## src/rtl/seven_segment_reader.sv

```systemverilog
// Snoops a multiplexed active-low seven-segment bus, debounces each digit dwell,
// decodes the segments back to hex nibbles and presents whole frames on valid/ready.
module seven_segment_reader #(
  parameter int DIGITS        = 4,
  parameter int STABLE_CYCLES = 4
) (
  input  logic                  clk,
  input  logic                  rst,
  input  logic [7:0]            seg_n,
  input  logic [DIGITS-1:0]     an_n,
  output logic [4*DIGITS-1:0]   value,
  output logic [DIGITS-1:0]     dp,
  output logic                  frame_err,
  output logic                  out_valid,
  input  logic                  out_ready,
  output logic                  overrun
);

  localparam int CNT_W = $clog2(STABLE_CYCLES + 1);
  localparam logic [CNT_W-1:0] CNT_MAX = CNT_W'(STABLE_CYCLES);
  localparam logic [CNT_W-1:0] CNT_HIT = CNT_W'(STABLE_CYCLES - 1);

  // Returns {invalid, nibble}; unknown patterns decode to nibble 0.
  function automatic logic [4:0] seg_decode(input logic [6:0] pat);
    logic [4:0] r;
    case (pat)
      7'h40: r = 5'h00;
      7'h79: r = 5'h01;
      7'h24: r = 5'h02;
      7'h30: r = 5'h03;
      7'h19: r = 5'h04;
      7'h12: r = 5'h05;
      7'h02: r = 5'h06;
      7'h78: r = 5'h07;
      7'h00: r = 5'h08;
      7'h10: r = 5'h09;
      7'h08: r = 5'h0A;
      7'h03: r = 5'h0B;
      7'h46: r = 5'h0C;
      7'h21: r = 5'h0D;
      7'h06: r = 5'h0E;
      7'h0E: r = 5'h0F;
      default: r = 5'h10;
    endcase
    return r;
  endfunction

  function automatic logic [CNT_W-1:0] sat_inc(input logic [CNT_W-1:0] c);
    return (c == CNT_MAX) ? c : c + CNT_W'(1);
  endfunction

  logic [7:0]        seg_p0, seg_p1, seg_p2;
  logic [DIGITS-1:0] an_p0, an_p1, an_p2;
  logic [CNT_W-1:0]  cnt;

  logic [4*DIGITS-1:0] shadow;
  logic [DIGITS-1:0]   sdp, seen, serr;
  logic                done;

  logic [DIGITS-1:0] sel, capsel, seen_nxt, serr_nxt;
  logic              same, one_low, cap;
  logic [4:0]        dec;

  // Stage p0/p1: two-flop synchronizer (p1 = s); stage p2: one-cycle delay (p).
  always_ff @(posedge clk or posedge rst) begin
    if (rst) begin
      seg_p0 <= '1;
      seg_p1 <= '1;
      seg_p2 <= '1;
      an_p0  <= '1;
      an_p1  <= '1;
      an_p2  <= '1;
    end else begin
      seg_p0 <= seg_n;
      seg_p1 <= seg_p0;
      seg_p2 <= seg_p1;
      an_p0  <= an_n;
      an_p1  <= an_p0;
      an_p2  <= an_p1;
    end
  end

  always_comb begin
    sel      = ~an_p1;
    one_low  = $onehot(sel);
    same     = (seg_p1 == seg_p2) && (an_p1 == an_p2);
    cap      = same && one_low && (cnt == CNT_HIT);
    dec      = seg_decode(seg_p1[6:0]);
    capsel   = cap ? sel : '0;
    seen_nxt = (done ? '0 : seen) | capsel;
    serr_nxt = ((done ? '0 : serr) & ~capsel) | (dec[4] ? capsel : '0);
  end

  // Stability count: a dwell captures once, when the count reaches its last step.
  always_ff @(posedge clk or posedge rst) begin
    if (rst)                 cnt <= '0;
    else if (!same || !one_low) cnt <= '0;
    else                     cnt <= sat_inc(cnt);
  end

  // Capture into the shadow frame, then hand the frame to the output register.
  always_ff @(posedge clk or posedge rst) begin
    if (rst) begin
      shadow    <= '0;
      sdp       <= '0;
      seen      <= '0;
      serr      <= '0;
      done      <= 1'b0;
      value     <= '0;
      dp        <= '0;
      frame_err <= 1'b0;
      out_valid <= 1'b0;
      overrun   <= 1'b0;
    end else begin
      for (int i = 0; i < DIGITS; i++) begin
        if (capsel[i]) begin
          shadow[4*i +: 4] <= dec[3:0];
          sdp[i]           <= ~seg_p1[7];
        end
      end
      seen <= seen_nxt;
      serr <= serr_nxt;
      done <= cap && (seen_nxt == '1);
      if (done) begin
        if (!out_valid || out_ready) begin
          value     <= shadow;
          dp        <= sdp;
          frame_err <= |serr;
          out_valid <= 1'b1;
        end else begin
          overrun <= 1'b1;
        end
      end else if (out_valid && out_ready) begin
        out_valid <= 1'b0;
      end
    end
  end

endmodule

```

## config.mk

```make
export PLATFORM = sky130hd
export DESIGN_NAME = seven_segment_reader
export DESIGN_NICKNAME = d
export VERILOG_FILES = /design/src/rtl/seven_segment_reader.sv
export SDC_FILE = /design/constraint.sdc
export NUM_CORES = 1
export LEC_CHECK = 0
export BUFFER_PORTS_ARGS = -buffer_cell sky130_fd_sc_hd__buf_2
export CORE_UTILIZATION = 55
export CTS_CLUSTER_DIAMETER = 50
export DETAILED_ROUTE_END_ITERATION = 8
export PLACE_DENSITY = 0.75
export SLEW_MARGIN = 40
export SYNTH_ARGS = -nofsm -noshare
export SYNTH_HDL_FRONTEND = slang
export SYNTH_SLANG_ARGS = --single-unit
```

## constraint.sdc

```tcl
create_clock -name clk -period 5 [get_ports clk]
set_input_delay 1.25 -clock clk [delete_from_list [all_inputs] [get_ports clk]]
set_output_delay 1.25 -clock clk [all_outputs]
set_load 0.01 [all_outputs]
```

After elaboration in Yosys (flattened, before gate mapping)
Cells that the tools add are included.
- bitwise gates (word level): 7
- equal/unequal tests: 23
- reduce and logical (&&, ||, !) cells: 16
- muxes and demuxes: 10
- add/sub/neg operators: 4
- operator list (kind ; count):
    one-hot mux 5 bit (16 select lines) ; 1
    equality test 7 bit, second input constant ; 4
    equality test 7 x 5 -> 1 bit, second input constant ; 3
    equality test 7 x 6 -> 1 bit, second input constant ; 3
    2-to-1 mux 4 bit ; 4
    equality test 7 x 2 -> 1 bit, second input constant ; 2
    equality test 7 x 4 -> 1 bit, second input constant ; 2
    equality test 8 bit ; 1
    NOT 4 bit ; 2
    bitwise OR 4 bit ; 2
    equality test 7 x 3 -> 1 bit, second input constant ; 1
    logical NOT 7 bit ; 1
    2-to-1 mux 3 bit ; 2
    AND reduction 2 bit ; 3
    logical AND 1 bit ; 5
    adder 1 x 1 -> 2 bit ; 2
    bitwise AND 4 bit ; 1
    equality test 4 bit ; 1
    equality test 4 bit, second input constant ; 1
    OR reduction 4 bit ; 1
    adder 2 x 2 -> 3 bit ; 1
    adder 3 x 1 -> 3 bit, second input constant ; 1
    equality test 3 x 1 -> 1 bit, second input constant ; 1
    equality test 3 x 2 -> 1 bit, second input constant ; 1
    other kinds (8) ; 14
- output and inout bits: 23
- register bits: 91
- bits of input ports: 15
- logic and storage cells: 83

Logic depth before layout (Yosys ltp)
- word-level depth: 10
- mapped depth: 9
- gate-level depth less buffers: 9

Least setup slack after synthesis
Ideal clock, no wire load.
- kind: register -> register
- start point: register an_p1[1]
- end point: register shadow[13]
- path slack: 2.148 ns
- buffers on the path: 0
- data required time: 4.872 ns
- cell stages (with the launch flop): 10
- period minus slack after synthesis: 2.852 ns
- library setup time: 0.128 ns
- arrival time: 2.724 ns
- cell sequence: dfstp_2 fa_1 inv_1 ha_1 ha_1 nor3b_2 nand4b_4 nor4b_4 nand3b_2 mux2_1
- word-level cells in the longest chain between the ends: 7
- elaborated cells between the ends (all ways): 9
- those cells by class: 2 x add/sub; 2 x eq/ne; 1 x mux; 1 x bitwise; 3 x reduce/logical
- ends and longest elaborated chain (element ; line ; source):
    from (decl) ; 53 ; logic [DIGITS-1:0] an_p0, an_p1, an_p2;
    from (signal assigned) ; 78 ; an_p1 <= an_p0;
    NOT 4 bit ; 84 ; sel = ~an_p1;
    adder 1 x 1 -> 2 bit (not written as such) ; 85 ; one_low = $onehot(sel);
    adder 2 x 2 -> 3 bit (not written as such) ; 85 ;
    equality test 3 x 1 -> 1 bit ; 85 ;
    logical AND 1 bit (*) (2 in series) ; 87 ; cap = same && one_low && (cnt == CNT_HIT);
    2-to-1 mux 4 bit (*) ; 89 ; capsel = cap ? sel : '0;
    to (signal, indexed assignment) ; 117 ; shadow[4*i +: 4] <= dec[3:0];
    to (decl) ; 56 ; logic [4*DIGITS-1:0] shadow;
Mark *: on every way between the ends. The rest lies on a longest branch, timed or not.
A chain may end at the register's enable or synchronous reset.

Final worst setup path
Ends and elaborated chain as after synthesis.

==> results.cfg <==
[detailed_routing]
routed_wl_mm = 5.621
dr_total_vias = 2098
drc = 0
drtIter0Drc = 81
drtAntennaViolNets = 0
firstDrtPassIters = 4
wire_per_inst_um = 14.38
vias_per_cell = 5.366

[synth]
synth_top_family_by_area = multiplexers
synth_cell_types = 48
yosys.area_share.simple_pct = 10.95
synth_nets = 293
synth_area_sq_um = 3633
synth_fa_ha_area_share_pct = 2.273
synth_seq_cells = 91
syn_inst = 272
synth_xor_area_share_pct = 3.375
synth_area_per_cell_sq_um = 13.36
synthMuxAreaShare_pct = 11.02
synth_ff_type = dfrtp_1
yosysSeqAreaShare_pct = 63.91
async_reset_ff_share_pct = 100.0
yosysWarnings = 0
synth-compound-area-share_pct = 5.234
synth_edf_count = 0

[hold_path]
hold_path.class = flop to flop
worstHoldStart = seg_p0[3]$_DFF_PP1_

[worst_setup_path]
critPathLaunch = an_p1[1]$_DFF_PP1_
slowest_stage = dfstp_2
critical_path_required_ns = 5.23
crit_top_cell = ha_1
crit_path_max_incr_delay_ns = 0.59
crit_path_cell_trace = fa_1 > inv_1 > ha_1 > ha_1 > nor3b_2 > nand4b_4 > nor4b_4 > nand3b_2 > mux2_1
worstPathMaxFanout = 7
cp-start-kind = flop
cp-end-kind = flop
reg2reg_from = an_p1[1]$_DFF_PP1_
arrival_ns = 3.31
path_class = flop to flop

[global_route]
grt_pass1_wl_mm = 9.956
globalRouteOverflowTotal = 0
grtUsageTotal_pct = 18.54
grt_pass1_vias = 2108
antenna_found_initial = 0
grt_max_degree = 50

[final_layout]
nFillCells = 494
post_route_cells_drive_above_1_share_pct = 38.22
multi_input_area_sq_um = 1196
diodes = 0
final_nets = 331
ff_latch_area_sq_um = 2322
area_growth_pct = 11.57

[die]
die_h_um = 83.28
coreArea_sq_um = 6350
die_x_um = 83.28
rows = 29
initial_utilization_pct = 57.22
die_area_sq_um = 6936
ios = 38

[clock_tree]
post_cts_buffers = 0
clkSlewWorstSetupHoldPaths_ns = 0.08
cts_made_buffers = 9
cts.sinks = 91
cts-root-buf = clkbuf_8
htreeDepth = 3
tritoncts = yes
cts_hold_buffers = 0
post_cts_resized = 0
clk_latency_ns = 0.34
clockBufferDepth = 2

[timing]
rsz0062_at_grt = false
max_freq_ghz = 0.3256
relSlewSlack_pct = 52.98
tightestPinTransition_ns = 0.6961
fin_skew_ns = 0.01142
hold_slack_ns = 0.3496
final-max-slew-violation-count = 0
fin_crit_sh_pct = 61.42
setup_violations = 0
period_needed_ns = 3.071
final-hold-violation-count = 0
totalNegativeSetupSlack_ns = 0

[place]
port_buffers = 37
post-dp-hpwl_mm = 3.966
place_congestion = 0.7863

[job]
drv_cap = 0

[pwr]
p_per_area_nw_per_um2 = 322.0
p_leak_nw = 2.015
vdd_drop_max_v = 0.0003054

[outcome]
status = completed
through the flow:
stage	setup slack [ns]	util, %	instance area, sq um	std cells	power, mW
2_1_floorplan	1.446	-	3633	272	0.8345
3_3_place_gp	1.968	60.89	3866	376	0.8506
3_5_place_dp	1.913	60.93	3869	376	0.8528
4_1_cts	1.902	63.82	4053	391	1.317
5_1_grt	1.723	63.84	4054	391	1.355
6_report	1.929	63.84	4054	391	1.306
kinds of logic after synthesis:
family / Yosys count
flops: 91
xor+xnor: 14
mux: 37
buf+inv: 27
fa+ha+maj: 6
compound gates: 29
simple gates: 68
placed cells by master (no fill, tap or decap), drive strengths merged, types with 3 or more instances in the layout:
| cell type | count |
|---|---|
| buf | 38 |
| nand2b | 3 |
| nand3 | 4 |
| ha | 5 |
| clkbuf | 11 |
| a21oi | 3 |
| nor4 | 3 |
| mux2i | 13 |
| dfstp | 36 |
| mux2 | 24 |
| nor2 | 8 |
| nor3 | 3 |
| o21ai | 12 |
| clkinvlp | 3 |
| inv | 15 |
| xor2 | 4 |
| nand4 | 3 |
| xnor2 | 10 |
| nand3b | 4 |
| dfrtp | 55 |
| nand2 | 31 |
routing by layer:
metal | up-vias | track usage (%) | routed length, um
met5 | - | 0 | 0
met3 | 8 | 3.678 | 185
met4 | 0 | 8.934 | 110
met1 | 1037 | 24.85 | 2663
met2 | 50 | 29.21 | 2661
li1 | 1003 | - | -
cells in the mapped netlist (all sizes together), types with 3 or more instances:
cell / number / area, sq um
dfrtp: 55 / 1376
nor2: 8 / 30.03
nand3b: 4 / 41.29
dfstp: 36 / 945.9
nor3: 3 / 15.01
nor4: 3 / 18.77
ha: 5 / 62.56
mux2i: 13 / 130.1
nand4: 3 / 18.77
nand3: 4 / 25.02
a21oi: 3 / 22.52
o21ai: 12 / 60.06
clkbuf: 5 / 18.77
xnor2: 10 / 87.58
xor2: 4 / 35.03
nand2: 31 / 116.4
mux2: 24 / 270.3
buf: 6 / 38.78
inv: 15 / 56.30
nand2b: 3 / 18.77
power by group:
part / switching, mW / leakage, nW / internal (mW)
Combinational: 0.0347 / 0.786 / 0.0238
Clock: 0.239 / 0.0816 / 0.229
Sequential: 0.0171 / 1.15 / 0.763
Total: 0.290 / 2.02 / 1.02
path summary, 6_finish.rpt:
path / to / slack (ns) / cells after the start
setup / recovery: shadow[13]$_DFFE_PP0P_ / 1.93 / 9
hold / removal: seg_p1[3]$_DFF_PP1_ / 0.35 / 0
setup reg to reg: shadow[13]$_DFFE_PP0P_ / 1.93 / 9
hold reg to reg: seg_p1[3]$_DFF_PP1_ / 0.35 / 0
max in group asynchronous: an_p2[3]$_DFF_PP1_ / 3.08 / 3
min in group asynchronous: sdp[1]$_DFFE_PP0P_ / 0.97 / 2
state kept, by name, summed over array words and instances, names as in the netlist, 8 cells and up:
register	flops
shadow	16
value	16
seg_p0	8
seg_p1	8
seg_p2	8
critical path: cells and delay by family, from the launching register on:
| kind | cells | cell delay (ns) |
|---|---|---|
| mux | 1 | 0.38 |
| flops | 1 | 0.59 |
| buf+inv | 1 | 0.06 |
| simple gates | 4 | 1.15 |
| fa+ha+maj | 3 | 0.79 |
area by class of cell:
class,count,share of cell area [%]
Sequential cell,91,57.28
Inverter,16,1.543
Timing Repair Buffer,38,4.753
Multi-Input combinational cell,154,29.51
Tap cell,77,2.377
Clock buffer,11,3.241
Clock inverter,4,1.296
(Power assumes the default switching activity.)
